==> config.mk <==
export PLATFORM = sky130hd
export DESIGN_NAME = f1_ptw_ctrl
export DESIGN_NICKNAME = d
export VERILOG_FILES = /design/src/rtl/rave_mmu_pkg.sv /design/src/rtl/f1_pte_check.sv /design/src/rtl/f1_ptw_ctrl.sv
export SDC_FILE = /design/constraint.sdc
export NUM_CORES = 1
export LEC_CHECK = 0
export BUFFER_PORTS_ARGS = -buffer_cell sky130_fd_sc_hd__clkbuf_2
export CAP_MARGIN = 15
export CORE_ASPECT_RATIO = 0.8
export CORE_UTILIZATION = 45
export DETAILED_ROUTE_END_ITERATION = 10
export PLACE_DENSITY_LB_ADDON = 0.08
export SLEW_MARGIN = 10
export SYNTH_ARGS = -nofsm -noshare
export SYNTH_HDL_FRONTEND = slang
export SYNTH_SLANG_ARGS = --single-unit
==> constraint.sdc <==
create_clock -name clk -period 2.3 [get_ports clk]
set_input_delay 0.115 -clock clk [delete_from_list [all_inputs] [get_ports clk]]
set_output_delay 0.115 -clock clk [all_outputs]
set_load 0.1 [all_outputs]
==> src/rtl/rave_mmu_pkg.sv <==
// rave_mmu_pkg: Sv32 PTE layout, walker states and fault codes shared by the MMU walkers
package rave_mmu_pkg;
   localparam int PAGE_SHIFT = 12;
   localparam int VPN_W = 20;
   localparam int PTE_V = 0;
   localparam int PTE_R = 1;
   localparam int PTE_W = 2;
   localparam int PTE_X = 3;
   localparam int PTE_U = 4;
   localparam int PTE_G = 5;
   localparam int PTE_A = 6;
   localparam int PTE_D = 7;
   localparam int PTE_PPN1_HI = 31;
   localparam int PTE_PPN1_LO = 20;
   localparam int PTE_PPN0_HI = 19;
   localparam int PTE_PPN0_LO = 10;
   localparam logic [1:0] CAUSE_PAGE = 2'd0;
   localparam logic [1:0] CAUSE_ACCESS = 2'd1;
   localparam logic [7:0] BARE_PERM = 8'hCF;
   typedef enum logic [2:0] {
      S_IDLE, S_L1_REQ, S_L1_WAIT, S_L0_REQ, S_L0_WAIT, S_FILL, S_FAULT, S_DRAIN
   } ptw_state_t;
endpackage

==> src/rtl/f1_pte_check.sv <==
// f1_pte_check: classifies an Sv32 PTE as leaf/pointer and flags instruction page faults
module f1_pte_check
   import rave_mmu_pkg::*;
(
   input  logic [31:0] pte,
   input  logic        level,
   output logic        is_leaf,
   output logic        page_fault
);
   logic bad_leaf;
   logic unused_bits;
   assign unused_bits = ^{pte[PTE_PPN1_HI:PTE_PPN1_LO], pte[9:8], pte[PTE_D], pte[PTE_G], pte[PTE_U]};
   always_comb begin
      is_leaf = pte[PTE_R] | pte[PTE_X];
      bad_leaf = ~pte[PTE_X] | ~pte[PTE_A] | (level & (pte[PTE_PPN0_HI:PTE_PPN0_LO] != '0));
      page_fault = ~pte[PTE_V] | (~pte[PTE_R] & pte[PTE_W]) | (is_leaf ? bad_leaf : ~level);
   end
endmodule

==> src/rtl/f1_ptw_ctrl.sv <==
// f1_ptw_ctrl: Sv32 fetch page-table walker arbitrating even/odd TLB misses into one fill or fault
module f1_ptw_ctrl
   import rave_mmu_pkg::*;
#(
   parameter int XLEN      = 32,
   parameter int CLC_WIDTH = 28
) (
   input  logic             clk,
   input  logic             rst,
   input  logic             miss_even_valid,
   input  logic [19:0]      miss_even_vpn,
   output logic             miss_even_ready,
   input  logic             miss_odd_valid,
   input  logic [19:0]      miss_odd_vpn,
   output logic             miss_odd_ready,
   input  logic             satp_mode,
   input  logic [21:0]      satp_ppn,
   input  logic             flush,
   output logic             mem_req_valid,
   input  logic             mem_req_ready,
   output logic [XLEN-1:0]  mem_req_addr,
   input  logic             mem_rsp_valid,
   input  logic [31:0]      mem_rsp_data,
   input  logic             mem_rsp_err,
   output logic             fill_valid,
   output logic [19:0]      fill_vpn,
   output logic [XLEN-13:0] fill_ppn,
   output logic [7:0]       fill_perm,
   output logic             fill_super,
   output logic             fault_valid,
   output logic [1:0]       fault_cause,
   output logic [19:0]      fault_vpn
);
   ptw_state_t state, nxt;
   logic [VPN_W-1:0] vpn_q;
   logic [21:0] tbl_q, tbl;
   logic [9:0] idx;
   logic [33:0] addr_full;
   logic lvl1, hs, accept, bare, is_leaf, page_fault;
   logic unused_clc;
   assign unused_clc = CLC_WIDTH > VPN_W;
   f1_pte_check u_chk (.pte(mem_rsp_data), .level(lvl1), .is_leaf, .page_fault);
   assign lvl1 = (state == S_L1_REQ) || (state == S_L1_WAIT);
   assign bare = state == S_L1_REQ;
   assign miss_even_ready = (state == S_IDLE) && !flush && !rst;
   assign miss_odd_ready = miss_even_ready && (!miss_even_valid || miss_even_vpn == miss_odd_vpn);
   assign accept = miss_even_ready && (miss_even_valid || miss_odd_valid);
   assign mem_req_valid = (state == S_L1_REQ && satp_mode) || state == S_L0_REQ;
   assign hs = mem_req_valid && mem_req_ready;
   assign tbl = lvl1 ? satp_ppn : tbl_q;
   assign idx = lvl1 ? vpn_q[19:10] : vpn_q[9:0];
   assign addr_full = {tbl, 12'h000} + {22'h0, idx, 2'b00};
   assign mem_req_addr = mem_req_valid ? XLEN'(addr_full) : '0;
   assign fill_valid = state == S_FILL && !flush;
   assign fault_valid = state == S_FAULT && !flush;
   // Once a request has been accepted its response must be swallowed, so flush goes via DRAIN.
   always_comb begin
      nxt = state;
      case (state)
         S_IDLE:    nxt = accept ? S_L1_REQ : S_IDLE;
         S_L1_REQ,
         S_L0_REQ:  nxt = hs ? (flush ? S_DRAIN : (lvl1 ? S_L1_WAIT : S_L0_WAIT))
                        : flush ? S_IDLE : (lvl1 && !satp_mode) ? S_FILL : state;
         S_L1_WAIT,
         S_L0_WAIT: nxt = !mem_rsp_valid ? (flush ? S_DRAIN : state)
                        : flush ? S_IDLE : (mem_rsp_err || page_fault) ? S_FAULT
                        : is_leaf ? S_FILL : S_L0_REQ;
         S_DRAIN:   nxt = mem_rsp_valid ? S_IDLE : S_DRAIN;
         default:   nxt = S_IDLE;
      endcase
   end
   always_ff @(posedge clk) begin
      if (rst) begin
         state <= S_IDLE;
         vpn_q <= '0;
         tbl_q <= '0;
         fill_vpn <= '0;
         fill_ppn <= '0;
         fill_perm <= '0;
         fill_super <= 1'b0;
         fault_cause <= '0;
         fault_vpn <= '0;
      end else begin
         state <= nxt;
         if (accept) vpn_q <= miss_even_valid ? miss_even_vpn : miss_odd_vpn;
         if (state == S_L1_WAIT && mem_rsp_valid) tbl_q <= mem_rsp_data[PTE_PPN1_HI:PTE_PPN0_LO];
         if (nxt == S_FILL) begin
            fill_vpn <= vpn_q;
            fill_ppn <= bare ? (XLEN-12)'(vpn_q) : (XLEN-12)'(mem_rsp_data[PTE_PPN1_HI:PTE_PPN0_LO]);
            fill_perm <= bare ? BARE_PERM : mem_rsp_data[7:0];
            fill_super <= state == S_L1_WAIT;
         end
         if (nxt == S_FAULT) begin
            fault_vpn <= vpn_q;
            fault_cause <= mem_rsp_err ? CAUSE_ACCESS : CAUSE_PAGE;
         end
      end
   end
endmodule

[After elaboration in Yosys (flattened, before gate mapping)]
Cells that the tools add are included.
Widths: inputs -> output; s select.
Storage, ports and cells
  register bits: 114
  memory bits (writable): 0
  memories kept: 0
  latch bits: 0
  word-level logic and storage cells: 76
  output and inout bits: 108
  memory bits (read-only): 0
  bits of input ports: 103
Operators by class
  add/subtract/negate cells: 1
  magnitude comparators: 0
  mux-type cells: 21
  div/mod/pow operators: 0
  multiply operators: 0
  reductions and logical operators: 23
  shifts and indexed selects: 0
  bitwise operators: 12
  equal/unequal tests: 10
Operators by type and width (count)
  $mux 20: 3
  $mux 3: 11
  $add 32x12->32: 1
  $mux 32: 1
  $eq 20x20->1: 1
  $eq 3x3->1 const B: 6
  $pmux 3 s4: 1
  $logic_and 1x1->1: 10
  $mux 10: 1
  $reduce_bool 10->1: 1
  $mux 8: 1
  $eq 3x2->1 const B: 2
  $logic_or 1x1->1: 5
  $not 1->1: 5
  $or 1x1->1: 5
  $logic_not 1->1: 4
  $reduce_or 2->1: 2
  $eq 3x1->1 const B: 1
  $logic_not 3->1: 1
  $mux 1: 3
  $and 1x1->1: 2

[Logic depth before layout (Yosys ltp)]
Gate-level depths: netlist of run 1.
  depth after elaboration: 12
  depth in mapped cells: 10
  mapped depth without buffers: 6

[By module]
A second synthesis of run 1 with hierarchy kept.
Second synthesis, totals
  cells, all modules: 718
  area, all modules: 5674.2 µm²
By module, submodules not included
  f1_ptw_ctrl: area each 5595.4 µm², instances 1, sequential area each 2262.2 µm², cells an instance 707
  f1_pte_check: area each 78.8 µm², instances 1, sequential area each 0.0 µm², cells an instance 11

[Worst setup path before layout of run 1]
OpenSTA, ideal clock, no wires.
  path kind: flip-flop to output port
  start: register state[0]
  end: output miss_odd_ready
  data arrival time: 4.461 ns
  path buffers: 0
  data required time: 2.185 ns
  setup slack: -2.276 ns
  stages on the path, launching flop included: 4
  cell sequence: dfxtp_1 -> or4_1 -> nor2_1 -> a21boi_0
On the way
  word-level cells in the longest chain between the ends: 4
RTL lines
  from (decl): line f1_ptw_ctrl.sv:34  | ptw_state_t state, nxt;
  from (signal assigned): line f1_ptw_ctrl.sv:84  | state <= nxt;
  $logic_not 3->1: line f1_ptw_ctrl.sv:45  | assign miss_even_ready = (state == S_IDLE) && !flush && !rst;
  $logic_and 1x1->1 (2 in a row): line f1_ptw_ctrl.sv:45
  via miss_even_ready: line f1_ptw_ctrl.sv:12  | output logic miss_even_ready,
  $logic_and 1x1->1: line f1_ptw_ctrl.sv:46  | assign miss_odd_ready = miss_even_ready && (!miss_even_valid || miss_even_vpn == miss_odd_vpn);
  to (decl): line f1_ptw_ctrl.sv:15  | output logic miss_odd_ready,
The timed path passes the listed nets, and every way through them passes these cells.

[Worst setup path after layout of run 1]
  start: register state[1]
  end: register fill_ppn[18]
On the way
  word-level cells in the longest chain between the ends: 12
  elaborated cells between the ends (all ways): 35
  those cells by class: eq/ne: 6; mux: 13; bitwise: 4; reduce/logical: 12
RTL lines
  $eq 3x1->1 or $eq 3x2->1 (tied branches)
  $logic_or 1x1->1: line f1_ptw_ctrl.sv:43  | assign lvl1 = (state == S_L1_REQ) || (state == S_L1_WAIT);
  $and 1x1->1: line f1_pte_check.sv:15  | bad_leaf = ~pte[PTE_X] | ~pte[PTE_A] | (level & (pte[PTE_PPN0_HI:PTE_PPN0_LO] != '0));
  $or 1x1->1: line f1_pte_check.sv:15
  $mux 1: line f1_pte_check.sv:16  | page_fault = ~pte[PTE_V] | (~pte[PTE_R] & pte[PTE_W]) | (is_leaf ? bad_leaf : ~level);
  $or 1x1->1: line f1_pte_check.sv:16
  $logic_or 1x1->1: line f1_ptw_ctrl.sv:66  | : flush ? S_IDLE : (mem_rsp_err || page_fault) ? S_FAULT
  $mux 3 (2 in a row): line f1_ptw_ctrl.sv:66
  $mux 3: line f1_ptw_ctrl.sv:65  | S_L0_WAIT: nxt = !mem_rsp_valid ? (flush ? S_DRAIN : state)
  $pmux 3 s4: line f1_ptw_ctrl.sv:59  | case (state)
  $eq 3x3->1: line f1_ptw_ctrl.sv:87  | if (nxt == S_FILL) begin
  to (signal assigned): line f1_ptw_ctrl.sv:89  | fill_ppn <= bare ? (XLEN-12)'(vpn_q) : (XLEN-12)'(mem_rsp_data[PTE_PPN1_HI:PTE_PPN0_LO]);
  to (decl): line f1_ptw_ctrl.sv:27  | output logic [XLEN-13:0] fill_ppn,
Parallel ways exist; a longest one is shown, timed or not.
A chain may end at the register's enable or synchronous reset.

==> out/summary.txt, run 1 <==
==================================================================================================
Post-detailed-route wirelength per cell                                                    19.1 um
Highest fanout seen on the critical path                                                         7
Skew-Pair Late Insertion Delay                                                             0.41 ns
RePlAce Congestion                                                                           0.879
P&R area growth vs syn                                                                       59.7%
CTS sink count                                                                                 113
Number of instances in the placed design                                                     1,090
Fraction of synthesis flops using an asynchronous set or reset pin                               0
Die Outline Area                                                                        13,400 um2
Tot GR Track Use                                                                             0.315
Final routed DRC violation total                                                                 0
Share of the synthesized area in the top cell type                                           0.390
Shortest clock period the worst path allows after layout                                   2.37 ns
Most Frequent Cell on Critical Path                                                   sky130_fd_sc_hd__buf_12
Critical Path Start Type                                                                      flop
Quantity of I/O buffers inserted on ports                                                      201
Number of H-tree levels                                                                          4
First-pass GRT wire length                                                               32,200 um
Max Clk Rate                                                                             0.422 GHz
Seq cells post-synth                                                                           113
Ranking of synthesized cells by instance count                                        113 x sky130_fd_sc_hd__dfxtp_1, 106 x sky130_fd_sc_hd__nand2_1, 102 x sky130_fd_sc_hd__a21oi_1
Total Wirelength                                                                         21,800 um
Number of standard-cell rows in the floorplan                                                   36
Cells taking the most area after synthesis                                            sky130_fd_sc_hd__dfxtp_1 39%, sky130_fd_sc_hd__mux2i_1 11%, sky130_fd_sc_hd__a21oi_1 8.8%, sky130_fd_sc_hd__nand2_1 6.9%, sky130_fd_sc_hd__a211oi_1 5.7%
Number of nets at the end of the flow                                                        1,063
Mapped cell area                                                                          5800 um2
Via count of the first global-routing pass                                                   6,030
Delay of the slowest critical-path stage                                                   0.52 ns
Final number of max-transition violations                                                        0
Top Ports                                                                                      211
Post-layout total power                                                                  0.00656 W
Class of the worst hold path                                                                in2reg
Buffers from clock root to sink, at most                                                         2
Area used by multi-input combinational logic                                              3680 um2
CTS tree                                                                                     built
Combined buffer and inverter count along the critical path                                       4
Clock transition time at the flip-flop clock pins of the worst setup and hold paths        0.05 ns
Final Setup Violations                                                                          15
VDD IR-drop max                                                                           0.538 mV
Sequential-to-total area share from yosys stat                                               0.390
Setup repair after global routing missed its margin                                           true
Instance area at placement                                                                7930 um2
Cell type with the highest aggregate area in the netlist                              sky130_fd_sc_hd__dfxtp_1
DR pass1 iterations                                                                              5
Fillcell total                                                                                 910
Number of DRC markers in iteration 0                                                           500
Violations in the final reports                                                       hold timing, setup timing
Nature of the critical path endpoint                                                          flop
Detailed placement HPWL                                                                  14,500 um
Clock Tree Root                                                                       sky130_fd_sc_hd__clkbuf_16
Cell Chain, Critical Path                                                             buf_6 -> or4bb_4 -> a31oi_4 -> nor3_2 -> buf_4 -> o22ai_4 -> buf_12 -> buf_12 -> a21oi_1 -> a211oi_2
Number of library cell types mapped by synthesis                                                53
Ratio of routed vias to standard cells                                                        5.58
Number of buffers inserted during clock tree synthesis                                          17
Final hold violation count                                                                       1
Overflow left after global routing                                                               0
Final Cell Area                                                                           9270 um2
Post-detailed-route count of antenna-violating nets                                              0
Die height                                                                                  104 um
Post-Route Hold Slack                                                                  -0.00695 ns
Instance count of the mapped netlist                                                           712
Static Leakage                                                                             3.73 nW
Worst setup slack before clock tree synthesis                                            -0.390 ns
Slew headroom                                                                                0.469
Combined flip-flop and latch cell area                                                    2270 um2
Number of standard cells in the layout, taps in and fillers out                              1,144
Worst path slowest cell                                                               sky130_fd_sc_hd__or4bb_4
Core Footprint                                                                          12,400 um2
Total via count after detailed routing                                                       6,384
Diode count                                                                                      0
Layout Skew                                                                             0.00431 ns
Classification of the worst setup path                                                     reg2reg
Largest net degree at the start of global routing                                               72
Starting utilization of the core area                                                        0.468
Slew @ Worst Pin                                                                          0.796 ns
Number of flops mapped to enable cells by yosys                                                  0
Arrival time at the worst endpoint                                                         2.69 ns
Min setup slack post-route                                                              -0.0707 ns
Final worst-path cycle share                                                                  1.03
Max Cap Violations                                                                               0
Layout cells sized above 1                                                                   0.410
Data required time at the worst endpoint                                                   2.62 ns
Antenna violations before repair                                                                 0
Syn avg cell area                                                                         8.15 um2
Number of warning messages in the yosys log                                                      0
Outcome                                                                               finished, violations left
Most used flip-flop cell after synthesis                                              sky130_fd_sc_hd__dfxtp_1
Kind of cell with the highest combined delay on the critical path                     compound AO/OA/AOI/OAI gates
Areal power density over the cells                                                      708 nW/um2
Floorplan die width                                                                         129 um
Cell with the most instances after synthesis                                          sky130_fd_sc_hd__dfxtp_1
==================================================================================================
[through the flow]
stage | setup TNS [ns] | hold slack, ns | utilization
2_1_floorplan | -6.71 | 0.251 | -
3_3_place_gp | -6.91 | 0.366 | 0.640
3_5_place_dp | -8.67 | 0.385 | 0.640
4_1_cts | -0.0138 | 0.0148 | 0.710
5_1_grt | -3.35 | 0.00486 | 0.748
6_report | -0.368 | -0.00695 | 0.748
[placed cells by master (no fill, tap or decap), types with 3 or more instances in the layout]
master and instances:
sky130_fd_sc_hd__conb_1 3, sky130_fd_sc_hd__a211oi_2 17, sky130_fd_sc_hd__buf_12 41, sky130_fd_sc_hd__dlygate4sd3_1 11, sky130_fd_sc_hd__xnor2_1 14, sky130_fd_sc_hd__a211oi_1 28
sky130_fd_sc_hd__xor2_1 9, sky130_fd_sc_hd__o21ai_4 3, sky130_fd_sc_hd__nand2_1 106, sky130_fd_sc_hd__nor2b_1 4, sky130_fd_sc_hd__dfxtp_1 110, sky130_fd_sc_hd__nand2b_1 45
sky130_fd_sc_hd__buf_4 60, sky130_fd_sc_hd__clkinv_2 3, sky130_fd_sc_hd__o21ai_0 15, sky130_fd_sc_hd__nand3_1 23, sky130_fd_sc_hd__a21oi_1 64, sky130_fd_sc_hd__and3_1 3
sky130_fd_sc_hd__bufinv_16 6, sky130_fd_sc_hd__nand4_1 5, sky130_fd_sc_hd__clkbuf_2 168, sky130_fd_sc_hd__a21oi_4 7, sky130_fd_sc_hd__nor4_1 5, sky130_fd_sc_hd__a21oi_2 31
sky130_fd_sc_hd__clkbuf_16 22, sky130_fd_sc_hd__nor2_4 3, sky130_fd_sc_hd__clkbuf_8 3, sky130_fd_sc_hd__mux2i_1 61, sky130_fd_sc_hd__buf_6 6, sky130_fd_sc_hd__o21ai_1 12
sky130_fd_sc_hd__nor2_1 34
[layout make-up]
type,count,area share
clock inverters,10,0.0220
well taps,171,0.0231
repair buffers,291,0.261
multi-input cells,534,0.397
flip-flops and latches,113,0.245
clock buffers,22,0.0512
inverters,3,0.00122
[what timing repair did]
item | 4_1_cts | 5_1_grt
gates cloned | 3 | 5
buffers inserted | 0 | 3
endpoints found under the hold margin | 11 | 0
setup endpoints to repair | 77 | 91
gates resized for setup | 14 | 64
pin swaps | 1 | 25
hold buffers | 11 | 0
[sequential cells by signal (all words and copies together) (netlist names)]
signal,flops
fault_vpn,20
fill_ppn,20
fill_vpn,20
tbl_q,20
vpn_q,20
fill_perm,8
state,3
fault_cause,1
fill_super,1
[power breakdown]
group	total (W)	leakage, nW	switching, W	internal (W)
clock	0.00306	0.334	0.000943	0.00212
combinational	0.00140	2.48	0.000868	0.000534
sequential	0.00210	0.916	0.0000837	0.00202
[worst reg2reg max path: stages (launching register included)]
cell	delay (ns)
sky130_fd_sc_hd__dfxtp_4	0.37
sky130_fd_sc_hd__buf_6	0.13
sky130_fd_sc_hd__or4bb_4	0.52
sky130_fd_sc_hd__a31oi_4	0.22
sky130_fd_sc_hd__nor3_2	0.07
sky130_fd_sc_hd__buf_4	0.16
sky130_fd_sc_hd__o22ai_4	0.18
sky130_fd_sc_hd__buf_12	0.17
sky130_fd_sc_hd__buf_12	0.13
sky130_fd_sc_hd__a21oi_1	0.09
sky130_fd_sc_hd__a211oi_2	0.23
[final timing paths]
path / startpoint / to / slack [ns] / cells after the start
worst max-delay path: state[1] / fill_ppn[18] / -0.07 / 10
worst min-delay path: mem_rsp_data[5] / fill_perm[5] / -0.007 / 3
worst max register to register: state[1] / fill_ppn[18] / -0.07 / 10
worst min register to register: tbl_q[13] / tbl_q[13] / 0.45 / 2
[cells by family after synthesis]
logic type                after synthesis  synth area share
and+or+nand+nor                       254             0.217
other                                   1          0.000646
AOI/OAI and AO/OA                     188             0.194
xor gates and xnor gates               24            0.0362
muxes                                  62             0.107
DFF                                   113             0.390
buffers and inverters                  70            0.0559
[routing by layer]
| metal | up-vias | GRT usage | wire [um] |
|---|---|---|---|
| met3 | 48 | 0.0511 | 1740 |
| met1 | 2970 | 0.437 | 9700 |
| met2 | 356 | 0.493 | 9820 |
| met5 | - | 0 | 0 |
| li1 | 3010 | - | - |
| met4 | 0 | 0.112 | 563 |
Note: power is estimated with default switching activity, not from simulation.
==> inputs of run 2 (changes only) <==
- CORE_MARGIN: not set -> 5
==> out/summary.txt, run 2 (synthesis results as in run 1) <==
==================================================================================================
Combined buffer and inverter count along the critical path                                       4
Starting utilization of the core area                                                        0.456
Met1 routing resource usage after global routing                                             0.357
Post-layout total power                                                                  0.00617 W
Final Setup Violations                                                                           8
Post-Route Utilization                                                                       0.744
Number of DRC markers in iteration 0                                                           558
Areal power density over the cells                                                      652 nW/um2
Die height                                                                                  112 um
Post-detailed-route count of antenna-violating nets                                              0
Floorplan die width                                                                         137 um
GRT busiest layer                                                                             met2
Ratio of routed vias to standard cells                                                        5.58
Total via count after detailed routing                                                       6,409
Final hold violation count                                                                       0
Static Leakage                                                                             3.70 nW
Data required time at the worst endpoint                                                   2.62 ns
Shortest clock period the worst path allows after layout                                   2.35 ns
Met3 track demand over resource in global routing                                           0.0691
First-pass GRT wire length                                                               31,800 um
RePlAce Congestion                                                                           0.914
Tot GR Track Use                                                                             0.265
Diode count                                                                                      0
Highest fanout seen on the critical path                                                         7
DR pass1 iterations                                                                              5
Critical Path Start Type                                                                      flop
Final worst-path cycle share                                                                  1.02
Min setup slack post-route                                                              -0.0474 ns
Core Footprint                                                                          12,700 um2
Class of the worst hold path                                                                in2reg
Arrival time at the worst endpoint                                                         2.67 ns
Max Clk Rate                                                                             0.426 GHz
Clock Tree Root                                                                       sky130_fd_sc_hd__clkbuf_16
Via count of the first global-routing pass                                                   6,037
Commonest cells after routing, fill and taps aside                                    167 x sky130_fd_sc_hd__clkbuf_2, 110 x sky130_fd_sc_hd__dfxtp_1, 106 x sky130_fd_sc_hd__nand2_1
Setup repair after global routing missed its margin                                           true
Largest net degree at the start of global routing                                               89
Quantity of I/O buffers inserted on ports                                                      201
CTS tree                                                                                     built
Final routed DRC violation total                                                                 0
Worst path slowest cell                                                               sky130_fd_sc_hd__or4bb_4
Sum Neg Setup Slack                                                                      -0.114 ns
Top Ports                                                                                      211
Cell Chain, Critical Path                                                             buf_8 -> or4bb_4 -> a31oi_4 -> nor3_2 -> buf_4 -> o22ai_4 -> buf_12 -> clkbuf_16 -> a21oi_1 -> a211oi_1
CTS sink count                                                                                 113
Number of standard-cell rows in the floorplan                                                   37
Number of buffers inserted during clock tree synthesis                                          17
Layout cells sized above 1                                                                   0.444
Clock transition time at the flip-flop clock pins of the worst setup and hold paths        0.05 ns
Buffers from clock root to sink, at most                                                         2
Slew headroom                                                                                0.410
Total Wirelength                                                                         22,500 um
Outcome                                                                               finished, violations left
Detailed placement HPWL                                                                  15,300 um
Number of H-tree levels                                                                          4
Met2 demand-to-capacity share in global routing                                              0.421
Nature of the critical path endpoint                                                          flop
Classification of the worst setup path                                                     reg2reg
Max Cap Violations                                                                               0
Leading cell type in the layout, fill and taps excluded                               sky130_fd_sc_hd__clkbuf_2
Slew @ Worst Pin                                                                          0.885 ns
Layout Skew                                                                             0.00612 ns
VDD IR-drop max                                                                           0.542 mV
Antenna violations before repair                                                                 0
P&R area growth vs syn                                                                       63.2%
Final number of max-transition violations                                                        0
Overflow left after global routing                                                               0
Number of nets at the end of the flow                                                        1,063
Delay of the slowest critical-path stage                                                   0.52 ns
Skew-Pair Late Insertion Delay                                                             0.41 ns
Kind of cell with the highest combined delay on the critical path                     compound AO/OA/AOI/OAI gates
Post-detailed-route wirelength per cell                                                    19.6 um
Die Outline Area                                                                        15,300 um2
Violations in the final reports                                                       setup timing
==================================================================================================
## run 2: changes by cell type in the layout (fill, tap and decap cells not counted), moves of 3 or more
cell,delta
sky130_fd_sc_hd__buf_6,-3
sky130_fd_sc_hd__bufinv_16,-4
sky130_fd_sc_hd__a21oi_2,+7
sky130_fd_sc_hd__buf_8,+5
sky130_fd_sc_hd__a21oi_1,-25
sky130_fd_sc_hd__a21oi_4,+18
sky130_fd_sc_hd__a211oi_1,-5
sky130_fd_sc_hd__nand3_1,-5
sky130_fd_sc_hd__clkinvlp_4,+6
sky130_fd_sc_hd__nand3_4,+4
sky130_fd_sc_hd__a211oi_2,+5
## run 2: per-stage QoR
step	instances	setup slack, ns	area (um2)	hold WS (ns)
detailed placement	1088	-0.366	7870	0.372
global route	1148	-0.121	9470	0.0227
finish	1148	-0.0474	9470	0.00460
floorplan	714	-0.524	5890	0.251
CTS	1135	-0.00712	8670	0.00227
global placement	1088	-0.300	7870	0.370
## run 2: layout make-up
cell class,count,area [um2]
multi-input combinational,532,3940
clock inverter,12,133
sequential,113,2270
inverter,3,11.3
clock buffer,20,467
tap,175,219
timing repair buffer,293,2430
fill,928,3260
## run 2: path summary, 6_finish.rpt
kind	endpoint	slack [ns]	depth (start not counted)	from
max	fill_ppn[15]	-0.05	10	state[1]
min	tbl_q[19]	0.005	3	mem_rsp_data[29]
max reg2reg	fill_ppn[15]	-0.05	10	state[1]
min reg2reg	tbl_q[9]	0.45	2	tbl_q[9]
## run 2: repair_timing
action | CTS | global route
endpoints found under the setup margin | 57 | 91
hold endpoints to repair | 12 | 0
setup buffers | 2 | 7
cloned | 1 | 6
gates resized for setup | 12 | 128
pin swaps | 4 | 35
hold buffers | 12 | 0
## run 2: power by group
part           switching [W]  internal, W  leakage, nW
combinational       0.000891     0.000526         2.50
clock               0.000959      0.00168        0.277
sequential         0.0000990      0.00202        0.915
## run 2: worst min-delay path: stages
cell	delay, ns
sky130_fd_sc_hd__clkbuf_2	0.11
sky130_fd_sc_hd__nand2_1	0.08
sky130_fd_sc_hd__a21oi_1	0.06
## run 2: metal layers
| metal | part of all wire | vias to the layer above | wire length, um |
|---|---|---|---|
| met5 | 0 | - | 0 |
| met2 | 0.47 | 325 | 10500 |
| li1 | - | 3009 | - |
| met1 | 0.41 | 3031 | 9270 |
| met4 | 0.023 | 0 | 516 |
| met3 | 0.098 | 44 | 2210 |
